<file path="src/rtl/mips_pkg.sv">
// Shared constants and types for the 5-stage MIPS pipeline.
// Opcodes, forward-select codes and the ID/EX hazard FSM states.
package mips_pkg;

  localparam logic [5:0] OP_ALU  = 6'b000000;
  localparam logic [5:0] OP_LW   = 6'b100011;
  localparam logic [5:0] OP_SW   = 6'b101011;
  localparam logic [5:0] OP_ADDI = 6'b001000;
  localparam logic [5:0] OP_J    = 6'b000010;
  localparam logic [5:0] OP_JAL  = 6'b000011;

  localparam logic [1:0] FWD_REG   = 2'b00;
  localparam logic [1:0] FWD_MEMWB = 2'b01;
  localparam logic [1:0] FWD_EXMEM = 2'b10;

  localparam logic [31:0] NOP = 32'h0;

  typedef enum logic [0:0] {
    RUN   = 1'b0,
    STALL = 1'b1
  } state_e;

  // Nearer producer wins: ID/EX result beats the older EX/MEM one.
  function automatic logic [1:0] fwd_sel(
    input logic       used,
    input logic [4:0] src,
    input logic       ex_vld,
    input logic [4:0] ex_dst,
    input logic       mem_vld,
    input logic [4:0] mem_dst
  );
    logic [1:0] sel;
    sel = FWD_REG;
    if (used && ex_vld && src == ex_dst)
      sel = FWD_EXMEM;
    else if (used && mem_vld && src == mem_dst)
      sel = FWD_MEMWB;
    return sel;
  endfunction

endpackage

</file>
<file path="src/rtl/fwd_dest_decode.sv">
// Decodes an instruction into its destination register
// and which of rs/rt it reads.
module fwd_dest_decode
  import mips_pkg::*;
(
  input  logic [31:0] ir_i,
  output logic [4:0]  dest_o,
  output logic        dest_vld_o,
  output logic        rs_used_o,
  output logic        rt_used_o
);

  logic [5:0] op;
  logic       unused_lo;

  assign op        = ir_i[31:26];
  assign unused_lo = ^ir_i[10:0];

  always_comb begin
    dest_o    = 5'd0;
    rs_used_o = 1'b0;
    rt_used_o = 1'b0;
    unique case (1'b1)
      op == OP_ALU: begin
        dest_o    = ir_i[15:11];
        rs_used_o = 1'b1;
        rt_used_o = 1'b1;
      end
      op == OP_LW: begin
        dest_o    = ir_i[20:16];
        rs_used_o = 1'b1;
      end
      op == OP_SW: begin
        rs_used_o = 1'b1;
        rt_used_o = 1'b1;
      end
      op == OP_ADDI: begin
        dest_o    = ir_i[20:16];
        rs_used_o = 1'b1;
      end
      op == OP_JAL: begin
        dest_o = 5'd31;
      end
      default: begin
      end
    endcase
  end

  assign dest_vld_o = dest_o != 5'd0;

endmodule

</file>
<file path="src/rtl/idex_fwd_stage.sv">
// ID/EX pipeline register with forwarding selects,
// load-use stall/bubble control and a stall-cycle counter.
module idex_fwd_stage
  import mips_pkg::*;
#(
  parameter int DW   = 32,
  parameter int CNTW = 16
) (
  input  logic            clk,
  input  logic            rst_n,
  input  logic            freeze,
  input  logic            flush,
  input  logic [DW-1:0]   ifid_ir,
  input  logic [DW-1:0]   rf_a,
  input  logic [DW-1:0]   rf_b,
  input  logic [DW-1:0]   exmem_ir,
  output logic [DW-1:0]   idex_ir,
  output logic [DW-1:0]   idex_a,
  output logic [DW-1:0]   idex_b,
  output logic [1:0]      fa,
  output logic [1:0]      fb,
  output logic            stall,
  output logic [CNTW-1:0] stall_cnt
);

  logic [4:0] id_dest, ex_dest, mem_dest;
  logic       id_dv, ex_dv, mem_dv;
  logic       id_rs_u, id_rt_u;
  logic       unused_ex_rs, unused_ex_rt;
  logic       unused_mem_rs, unused_mem_rt;
  logic [4:0] id_rs, id_rt;
  logic       hazard;
  logic [1:0] fa_n, fb_n;

  state_e          state_q, state_d;
  logic [DW-1:0]   ir_q, ir_d;
  logic [DW-1:0]   a_q, a_d;
  logic [DW-1:0]   b_q, b_d;
  logic [1:0]      fa_q, fa_d;
  logic [1:0]      fb_q, fb_d;
  logic [CNTW-1:0] cnt_q, cnt_d;

  fwd_dest_decode u_id (
    .ir_i       (ifid_ir[31:0]),
    .dest_o     (id_dest),
    .dest_vld_o (id_dv),
    .rs_used_o  (id_rs_u),
    .rt_used_o  (id_rt_u)
  );

  fwd_dest_decode u_ex (
    .ir_i       (ir_q[31:0]),
    .dest_o     (ex_dest),
    .dest_vld_o (ex_dv),
    .rs_used_o  (unused_ex_rs),
    .rt_used_o  (unused_ex_rt)
  );

  fwd_dest_decode u_mem (
    .ir_i       (exmem_ir[31:0]),
    .dest_o     (mem_dest),
    .dest_vld_o (mem_dv),
    .rs_used_o  (unused_mem_rs),
    .rt_used_o  (unused_mem_rt)
  );

  assign id_rs = ifid_ir[25:21];
  assign id_rt = ifid_ir[20:16];

  // For a LW, the decoded destination is rt and is already nonzero-qualified.
  assign hazard = ir_q[31:26] == OP_LW && ex_dv &&
                  ((id_rs_u && id_rs == ex_dest) ||
                   (id_rt_u && id_rt == ex_dest));

  assign fa_n = fwd_sel(id_rs_u, id_rs, ex_dv, ex_dest,
                        mem_dv, mem_dest);
  assign fb_n = fwd_sel(id_rt_u, id_rt, ex_dv, ex_dest,
                        mem_dv, mem_dest);

  always_comb begin
    state_d = state_q;
    ir_d    = ir_q;
    a_d     = a_q;
    b_d     = b_q;
    fa_d    = fa_q;
    fb_d    = fb_q;
    cnt_d   = cnt_q;
    stall   = 1'b0;
    if (!freeze) begin
      if (flush) begin
        state_d = RUN;
        ir_d    = DW'(NOP);
        a_d     = '0;
        b_d     = '0;
        fa_d    = FWD_REG;
        fb_d    = FWD_REG;
      end else if (state_q == RUN && hazard) begin
        stall   = 1'b1;
        state_d = STALL;
        ir_d    = DW'(NOP);
        a_d     = '0;
        b_d     = '0;
        fa_d    = FWD_REG;
        fb_d    = FWD_REG;
        if (cnt_q != '1)
          cnt_d = cnt_q + CNTW'(1);
      end else begin
        state_d = RUN;
        ir_d    = ifid_ir;
        a_d     = rf_a;
        b_d     = rf_b;
        fa_d    = fa_n;
        fb_d    = fb_n;
      end
    end
  end

  always_ff @(posedge clk or negedge rst_n) begin
    if (!rst_n) begin
      state_q <= RUN;
      ir_q    <= '0;
      a_q     <= '0;
      b_q     <= '0;
      fa_q    <= FWD_REG;
      fb_q    <= FWD_REG;
      cnt_q   <= '0;
    end else begin
      state_q <= state_d;
      ir_q    <= ir_d;
      a_q     <= a_d;
      b_q     <= b_d;
      fa_q    <= fa_d;
      fb_q    <= fb_d;
      cnt_q   <= cnt_d;
    end
  end

  assign idex_ir   = ir_q;
  assign idex_a    = a_q;
  assign idex_b    = b_q;
  assign fa        = fa_q;
  assign fb        = fb_q;
  assign stall_cnt = cnt_q;

endmodule

</file>
<file path="config.mk">
export PLATFORM = sky130hd
export DESIGN_NAME = idex_fwd_stage
export DESIGN_NICKNAME = d
export VERILOG_FILES = /design/src/rtl/mips_pkg.sv /design/src/rtl/fwd_dest_decode.sv /design/src/rtl/idex_fwd_stage.sv
export SDC_FILE = /design/constraint.sdc
export NUM_CORES = 1
export LEC_CHECK = 0
export ABC_AREA = 1
export CAP_MARGIN = 5
export CORE_MARGIN = 3
export CORE_UTILIZATION = 30
export CTS_BUF_LIST = sky130_fd_sc_hd__clkbuf_8
export DETAILED_ROUTE_END_ITERATION = 8
export GPL_ROUTABILITY_DRIVEN = 0
export PLACE_DENSITY_LB_ADDON = 0.05
export SKIP_CTS_REPAIR_TIMING = 1
export SYNTH_ARGS = -nofsm -noshare
export SYNTH_HDL_FRONTEND = slang
export SYNTH_SLANG_ARGS = --single-unit
export TNS_END_PERCENT = 100
</file>
<file path="constraint.sdc">
create_clock -name clk -period 3.3 [get_ports clk]
set_clock_uncertainty 0.1 [all_clocks]
set_input_delay 0.825 -clock clk [delete_from_list [all_inputs] [get_ports clk]]
set_output_delay 0.825 -clock clk [all_outputs]
set_load 0.01 [all_outputs]
</file>
# Word-level counts from Yosys, hierarchy flattened
# Index checks and enable logic that the tools add are counted.
[word_totals]
input_bits = 132
out_inout_bits = 117
reg_bits = 117
[op_classes]
n_bitwise = 3
addsub = 1
n_eq_ne = 14
mux = 21
reduce_logical = 24
[op_table]
columns = ["operator", "count"]
rows = [
  ["32-bit 2-to-1 mux", 6],
  ["5-bit one-hot mux with 3 select lines", 2],
  ["6-bit equality test, second input constant", 4],
  ["5-bit equality test", 4],
  ["6-bit by 4-bit equality test with 1-bit output, second input constant", 3],
  ["6-bit logical NOT", 3],
  ["16-bit by 1-bit adder with 16-bit output, second input constant", 1],
  ["16-bit inequality test, second input constant", 1],
  ["1-bit logical AND", 13],
  ["6-bit by 2-bit equality test with 1-bit output, second input constant", 2],
  ["2-bit 2-to-1 mux", 6],
  ["5-bit nonzero test", 2],
  ["1-bit 2-to-1 mux", 7],
  ["2-bit OR reduction", 3],
  ["4-bit AND reduction", 1],
  ["4-bit OR reduction", 1],
  ["1-bit NOT", 3],
  ["1-bit logical OR", 1],
]

# Logic depth before layout (Yosys ltp)
# Gate-level depths: netlist of run 1.
[depth]
depth_word = 11
mapped_depth = 16
depth_no_buf = 15

# Hierarchy
# Synthesis of run 1 repeated with hierarchy kept, for this count alone.
[hier_totals]
hier_cells = 820
hier_area_um2 = 6114.6
[modules_own_cells]
columns = ["module", "cells_each", "n_inst", "seq_area_each_um2", "area_per_inst_um2"]
rows = [
  ["idex_fwd_stage", 682, 1, 2927.8, 5461.5],
  ["fwd_dest_decode", 46, 3, 0.0, 217.7],
]

# Worst setup path after synthesis of run 1
# No wires, ideal clock.
[synth_timing]
path_kind = "in2out"
start = "in ifid_ir[31]"
end = "out stall"
t_required_ns = 2.375
t_arrival_ns = 1.988
stages = 12
setup_slack_ns = 0.387
path_cell_list = "inv_1 nand2_1 nor3_1 nor2_1 nor2_1 nand2_1 nor2_2 nand3_2 nand2_4 nand2_4 nor2_4 buf_6"
[synth_via]
elab_chain_len = 10
elab_cells_between_ends = 16
classes_between = "eq/ne: 3; mux: 5; reduce/logical: 8"
[synth_lines]
columns = ["item", "line_no", "text"]
rows = [
  ["from (decl)", "idex_fwd_stage.sv:13", "input logic [DW-1:0] ifid_ir,"],
  ["6-bit by 4-bit equality test with 1-bit output, or another cell as far along", "fwd_dest_decode.sv:37", "op == OP_ADDI: begin"],
  ["4-bit OR reduction (no line) / 2-bit OR reduction (equally long branches)", "--", ""],
  ["1-bit 2-to-1 mux", "fwd_dest_decode.sv:23", "unique case (1'b1)"],
  ["1-bit logical AND, on equally long branches", "idex_fwd_stage.sv:72, idex_fwd_stage.sv:73", ""],
  ["1-bit logical OR *", "idex_fwd_stage.sv:72", "((id_rs_u && id_rs == ex_dest) ||"],
  ["1-bit logical AND *", "idex_fwd_stage.sv:71", "assign hazard = ir_q[31:26] == OP_LW && ex_dv &&"],
  ["1-bit logical AND *", "idex_fwd_stage.sv:97", "end else if (state_q == RUN && hazard) begin"],
  ["1-bit 2-to-1 mux *", "idex_fwd_stage.sv:97", ""],
  ["1-bit 2-to-1 mux *", "idex_fwd_stage.sv:90", "if (flush) begin"],
  ["1-bit 2-to-1 mux *", "idex_fwd_stage.sv:89", "if (!freeze) begin"],
  ["to (decl)", "idex_fwd_stage.sv:22", "output logic stall,"],
]
# Every way passes the cells marked *; elsewhere a longest branch is shown, timed or not.

# Worst setup path after layout of run 1
[layout_timing]
start = "in ifid_ir[23]"
end = "out stall"
[layout_via]
elab_chain_len = 8
[layout_lines]
columns = ["item", "line_no"]
rows = [
  ["5-bit equality test", "idex_fwd_stage.sv:72"],
  ["1-bit logical AND", "idex_fwd_stage.sv:72"],
  ["1-bit logical OR", "idex_fwd_stage.sv:72"],
  ["1-bit logical AND", "idex_fwd_stage.sv:71"],
  ["1-bit logical AND", "idex_fwd_stage.sv:97"],
  ["1-bit 2-to-1 mux", "idex_fwd_stage.sv:97"],
  ["1-bit 2-to-1 mux", "idex_fwd_stage.sv:90"],
  ["1-bit 2-to-1 mux", "idex_fwd_stage.sv:89"],
]
# Every way passes these cells.

==> results of run 1 <==
## per-stage QoR
stage                     worst slack, ps  area (um2)  instances  total power [mW]
after floorplan                     387.2        5766        749             1.826
after global placement             -584.8        8424       1208             2.273
after detailed placement           -570.0        8424       1208             2.273
after CTS                          -593.2        8790       1240             3.549
after global routing               -78.93        9019       1246             3.713
final                               80.70        9019       1246             3.524
## cells in the final DEF (no fill, tap or decap), types with 5 or more instances in the layout
| cell type | count |
|---|---|
| nand2_2 | 14 |
| o21ai_0 | 13 |
| clkbuf_8 | 17 |
| inv_2 | 5 |
| clkdlybuf4s50_1 | 224 |
| nand3_1 | 121 |
| dlymetal6s2s_1 | 5 |
| nor3_1 | 12 |
| nor2_1 | 27 |
| buf_4 | 34 |
| nand4_1 | 20 |
| nand2_1 | 277 |
| inv_1 | 53 |
| nor2_2 | 11 |
| dfrtp_1 | 113 |
| nand3_2 | 14 |
| nor2_4 | 11 |
## kinds of logic after synthesis
| logic type | count (synthesis) | share of synthesized area [%] |
|---|---|---|
| fa+ha+maj | 1 | 0.2170 |
| simple gates | 515 | 39.65 |
| buf+inv | 93 | 6.988 |
| flops | 117 | 50.78 |
| compound gates | 20 | 1.910 |
| xor+xnor | 3 | 0.4558 |
## power groups by stage
stage | registers (mW) | logic, mW | clock network, mW
finish | 1.58 | 0.692 | 1.25
global route | 1.59 | 0.759 | 1.36
CTS | 1.58 | 0.673 | 1.30
detailed placement | 1.60 | 0.670 | 0
global placement | 1.60 | 0.671 | 0
floorplan | 1.65 | 0.181 | 0
## metal layers
metal	track usage [%]	up-vias	wire [um]
met4	4.909	0	208
met3	5.754	15	1447
li1	-	2898	-
met2	28.58	173	8828
met5	0	-	0
met1	23.85	2665	8478
## final timing paths
kind | start | end | slack [ps]
min | rst_n | idex_ir[25] | 190
min in group clk | idex_a[24] | idex_a[24] | 380
max | ifid_ir[23] | stall | 80
max reg2reg | idex_ir[26] | idex_b[7] | 400
max in group asynchronous | rst_n | idex_a[30] | 2280
min reg2reg | idex_a[24] | idex_a[24] | 380
## layout make-up
type / instances / area [um2]
Clock inverter: 15 / 131.4
Timing Repair Buffer: 267 / 2623
Inverter: 57 / 214.0
Tap cell: 234 / 292.8
Fill cell: 1876 / 9749
Clock buffer: 17 / 234.0
Sequential cell: 117 / 2933
Multi-Input combinational cell: 539 / 2591
## flip-flops by register name, indices dropped and copies added, names as in the netlist
register,cells
idex_a,32
state_q,1
idex_ir,32
fa,2
stall_cnt,16
idex_b,32
fb,2
## worst max-delay path, stage by stage
cell             delay, ps
clkdlybuf4s50_1        550
inv_1                  100
nand2_2                 70
nand2_1                 50
nor2_2                 150
nand3_2                100
nand2_4                 90
nand2_4                 60
nor2_4                 160
buf_6                  120
==> summary.md, run 1 <==
| Metric | Value |
|---|---|
| # Max-Cap Violations | `0` |
| Switching power | `just over 1 mW` |
| Mean Syn Cell Area | `7.698 um2` |
| Die width | `between 100 and 150 um` |
| Worst Setup Start Kind | `primary input` |
| Top-count cell post-synth | `nand2_1` |
| All-Layer GR Usage | `18.03%` |
| Nets@finish | `1132` |
| Drt drc | `0` |
| Routed vias | `roughly 5800` |
| Fin Setup TNS | `0 ps` |
| # diodes | `0` |
| Max clock buf depth | `2` |
| Post-synth EDFFs | `0` |
| Skew-Pair Late Insertion Delay | `~440 ps` |
| CP endpoint kind | `output port` |
| Switching share of power | `between 20 and 30%` |
| Largest cells by area after synthesis | `dfrtp_1, nand2_1, nand3_1` |
| CTS buffer count | `17` |
| Internal power | `between 2 and 2.5 mW` |
| Final HPWL DP | `about 13 mm` |
| Pre-antenna DRT Iters | `4` |
| Largest net degree at the start of global routing | `67` |
| RSZ-0062 raised after global routing | `true` |
| Die area | `20920 um2` |
| Clock transition at the registers of the reported paths | `roughly 80 ps` |
| Status | `finished clean` |
| CTS sink count | `117` |
| Fraction of registers with async set/reset | `100.0%` |
| Final setup violation count | `0` |
| Starting density of the core | `a little under a third` |
| GRT overflow | `0` |
| Sequential power share | `between 40% and 50%` |
| Synthesized instance count | `~750` |
| Clock power frac | `around 36%` |
| Post-route ant nets | `0` |
| Relative slew margins | `53.84%` |
| Yosys top cell area share | `between 50 and 60%` |
| DR iter-0 viols | `294` |
| Synth-to-Final Area Change | `56.42%` |
| Crit path max fanout | `3` |
| Initial antenna violation count | `0` |
| Drt wl/cell | `roughly 15 um` |
| Arrival time at the worst endpoint | `~2300 ps` |
| Row cnt | `50` |
| WHS | `around 190 ps` |
| Hold Violations, Final | `0` |
| Drt total wl | `between 15 and 20 mm` |
| Commonest cells post-synth | `nand2_1, nand3_1, dfrtp_1, inv_1, nor2_1` |
| Ys flop type | `dfrtp_1` |
| Flip-flop and latch count after synthesis | `about 120` |
| Max frequency | `around 310 MHz` |
| Leak Pwr | `roughly 4.4 nW` |
| Minimum clock period after layout | `3219 ps` |
| WP data required | `2370 ps` |
| CTS tree | `built` |
| Slew Viols, Final | `0` |
| Combinational Power Share | `between 10% and 20%` |
| Fraction of layout cells with a size suffix above 1 | `13.44%` |
| Cell accounting for the most synthesized area | `dfrtp_1` |
| Critical path class | `primary input to output port` |
| Clock Tree Root | `clkbuf_8` |
| Mapped cell area | `5766 um2` |
| Routed vias/inst | `between 4 and 5` |
| Ports | `249` |
| Number of global-route vias before repair | `between 5000 and 6000` |
| First-pass GRT wire length | `between 20 and 30 mm` |
| Cells on worst reg2reg path | `17` |
| Slew @ Worst Pin | `approximately 690 ps` |
| # H-tree levels | `4` |
| Syn Nets | `between 800 and 900` |
| Seq/Total Area, Yosys | `between 50 and 60%` |
| Die height | `between 100 and 150 um` |
| Pwr dens | `390.7 nW/um2` |
| Maximum vdd drop | `0.2224 mV` |
| Port Buf Inserts | `232` |
| Synth warnings | `0` |
| Layout Utilization | `between 40 and 50%` |
| Core footprint | `about 19000 um2` |
| Hold WC Path Type | `primary input to async pin` |
| Netlist cell types | `24` |
| Share of the clock period used by the worst path | `97.55%` |
(Power assumes the default switching activity.)
==> run 2: changes to the inputs <==
Settings changed: SKIP_CTS_REPAIR_TIMING 1 to default.
==> run 2 against run 1 <==
Compared with the run above:
- sequential power is essentially flat
- first-iteration DRC count shrank 9.2%
- critical path depth grew 3
- register-to-register slack lost 140 ps
- clock power is essentially flat
- fmax grew 0.36%
- flip-flop and latch count is the same
- largest cell class unchanged
- largest power group unchanged
==> summary.md, run 2 (same netlist as run 1, synthesis figures left out) <==
| Metric | Value |
|---|---|
| Minimum clock period after layout | `3208 ps (was 3219 ps)` |
| Slew @ Worst Pin | `738.9 ps (was 692.4 ps)` |
| GRT overflow | `0 (unchanged)` |
| Fin area | `9031 um2 (was 9019 um2)` |
| Layout Utilization | `48.12% (was 48.05%)` |
| Share of the clock period used by the worst path | `97.21% (was 97.55%)` |
| Clock Tree Root | `clkbuf_8 (unchanged)` |
| Nets@finish | `1131 (was 1132)` |
| Synth-to-Final Area Change | `56.64% (was 56.42%)` |
| # Max-Cap Violations | `0 (unchanged)` |
| Arrival time at the worst endpoint | `2280 ps (was 2290 ps)` |
| Most common cell after layout, fill and taps aside | `nand2_1 (unchanged)` |
| Initial antenna violation count | `0 (unchanged)` |
| Switching power | `1.031 mW (was 1.025 mW)` |
| Skew-Pair Late Insertion Delay | `450 ps (was 440 ps)` |
| CTS tree | `built (unchanged)` |
| Crit path max fanout | `5 (was 3)` |
| Drt wl/cell | `15.32 um (was 15.22 um)` |
| Busiest metal layer after global routing | `met2 (unchanged)` |
| Placed cell area | `8424 um2 (unchanged)` |
| Fraction of layout cells with a size suffix above 1 | `13.75% (was 13.44%)` |
| GR Util met1 | `23.89% (was 23.85%)` |
| Grt met2 use | `28.68% (was 28.58%)` |
| Die height | `144.6 um (unchanged)` |
| Grt met3 use | `5.754% (unchanged)` |
| Max frequency | `311.7 MHz (was 310.6 MHz)` |
| Critical path class | `flop to output port (was primary input to output port)` |
| Ports | `249 (unchanged)` |
| Commonest non-fill, non-tap cells in the layout | `nand2_1, clkdlybuf4s50_1, nand3_1 (unchanged)` |
| Worst Setup Start Kind | `flop (was primary input)` |
| Die area | `20920 um2 (unchanged)` |
| Combinational Power Share | `19.7% (was 19.6%)` |
| Final setup violation count | `0 (unchanged)` |
| Drt drc | `0 (unchanged)` |
| Drt total wl | `19.09 mm (was 18.96 mm)` |
| Overall power | `3.528 mW (was 3.524 mW)` |
| Pwr dens | `390.6 nW/um2 (was 390.7 nW/um2)` |
| Routed vias/inst | `4.606 (was 4.616)` |
| CP endpoint kind | `output port (unchanged)` |
| Row cnt | `50 (unchanged)` |
| Switching share of power | `29.21% (was 29.10%)` |
| Sequential power share | `44.8% (about the same)` |
| Post-route ant nets | `0 (unchanged)` |
| Clock power frac | `35.5% (about the same)` |
| Starting density of the core | `30.72% (unchanged)` |
| Status | `finished clean (unchanged)` |
| Core footprint | `18770 um2 (unchanged)` |
| DR iter-0 viols | `267 (was 294)` |
| Die width | `144.6 um (unchanged)` |
| # H-tree levels | `4 (unchanged)` |
| WP data required | `2370 ps (about the same)` |
| Hold WC Path Type | `primary input to async pin (unchanged)` |
| Pre-antenna DRT Iters | `4 (unchanged)` |
| All-Layer GR Usage | `18.07% (was 18.03%)` |
| Relative slew margins | `50.74% (was 53.84%)` |
| Fillcell total | `1890 (was 1876)` |
| RSZ-0062 raised after global routing | `true (unchanged)` |
| Leak Pwr | `4.403 nW (was 4.390 nW)` |
| Maximum vdd drop | `0.2218 mV (was 0.2224 mV)` |
| CTS buffer count | `17 (unchanged)` |
| CTS sink count | `117 (unchanged)` |
| Clock transition at the registers of the reported paths | `80 ps (about the same)` |
| Largest net degree at the start of global routing | `67 (unchanged)` |
| First-pass GRT wire length | `29.55 mm (was 29.45 mm)` |
| Hold Violations, Final | `0 (unchanged)` |
| Internal power | `2.497 mW (was 2.498 mW)` |
| Slew Viols, Final | `0 (unchanged)` |
| Number of global-route vias before repair | `5660 (was 5640)` |
| Port Buf Inserts | `232 (unchanged)` |
| Routed vias | `5739 (was 5751)` |
| Max clock buf depth | `2 (unchanged)` |
| Final HPWL DP | `13.27 mm (unchanged)` |
==> run 2: cell types whose count changed in the layout (fill, tap and decap cells not counted), sizes merged <==
cell / before / now
buf: 38 / 37
diode: 0 / 1
dlygate4sd2: 0 / 4
dlymetal6s2s: 5 / 1
==> run 2: final cells by class <==
class	count	area, um2	share of cell area [%]
Antenna cell	1	2.502	0.02771
Clock buffer	17	234.0	2.591
Clock inverter	15	131.4	1.455
Inverter	57	214.0	2.369
Multi-Input combinational cell	539	2625	29.07
Sequential cell	117	2932	32.46
Tap cell	234	292.8	3.242
Timing Repair Buffer	266	2600	28.79
==> run 2: power by group through the flow <==
stage | clock network, mW | registers [mW] | logic, mW
final | 1.25 | 1.58 | 0.695
after global routing | 1.36 | 1.59 | 0.761
after CTS | 1.30 | 1.58 | 0.678
after detailed placement | 0 | 1.60 | 0.670
after global placement | 0 | 1.60 | 0.671
after floorplan | 0 | 1.65 | 0.181
==> run 2: critical path, cell delays in order, from the launching register on <==
cell and delay [ps]:
dfrtp_1 420, inv_1 70, nor2_1 150, nand3_2 130
nand2_4 160, nand2_2 100, nand3_1 90, nand2_1 60
nor2_1 130, nand3_2 110, nand2_4 100, nand2_4 60
nor2_4 140, buf_6 120
==> run 2: per-stage QoR <==
stage | std cells | hold slack (ps) | setup WS (ps) | TNS [ps]
finish | 1246 | 190.3 | 92.23 | 0
detailed placement | 1208 | 364.6 | -570.0 | -13340
CTS | 1242 | 167.7 | 6.249 | 0
global route | 1245 | 179.0 | -66.55 | -66.55
floorplan | 749 | 347.4 | 387.2 | 0
global placement | 1208 | 360.8 | -584.8 | -12290
==> run 2: path summary, 6_finish.rpt <==
| check | from | end | slack (ps) | depth (start not counted) |
|---|---|---|---|---|
| setup / recovery | idex_ir[31] | stall | 90 | 13 |
| hold / removal | rst_n | idex_ir[25] | 190 | 1 |
| setup reg to reg | idex_ir[27] | idex_b[7] | 260 | 16 |
| hold reg to reg | idex_ir[0] | idex_ir[0] | 380 | 2 |
| max in group asynchronous | rst_n | stall_cnt[14] | 2280 | 2 |
| min in group clk | idex_ir[0] | idex_ir[0] | 380 | 2 |
==> run 2: what timing repair did <==
| action | in CTS | in global routing |
|---|---|---|
| gates resized for setup | 17 | 51 |
| endpoints found under the setup margin | 1 | 40 |
| buffers inserted | 2 | 3 |
| pin swaps | 11 | 22 |
| cloned | 0 | 0 |
| hold buffers | 0 | 0 |
==> run 2: metal layers <==
layer / part of all wire [%] / vias to the layer above / routed length [um]
met5: 0 / - / 0
met4: 1.1 / 0 / 208
met3: 7.2 / 14 / 1372
met2: 46 / 163 / 8806
met1: 46 / 2668 / 8702
li1: - / 2894 / -
==> run 3: changes to the inputs <==
Settings changed: HOLD_SLACK_MARGIN from default to 0.1.
==> results of run 3 <==
Same layout as run 2: the final DEF is identical, and so are final timing and power.
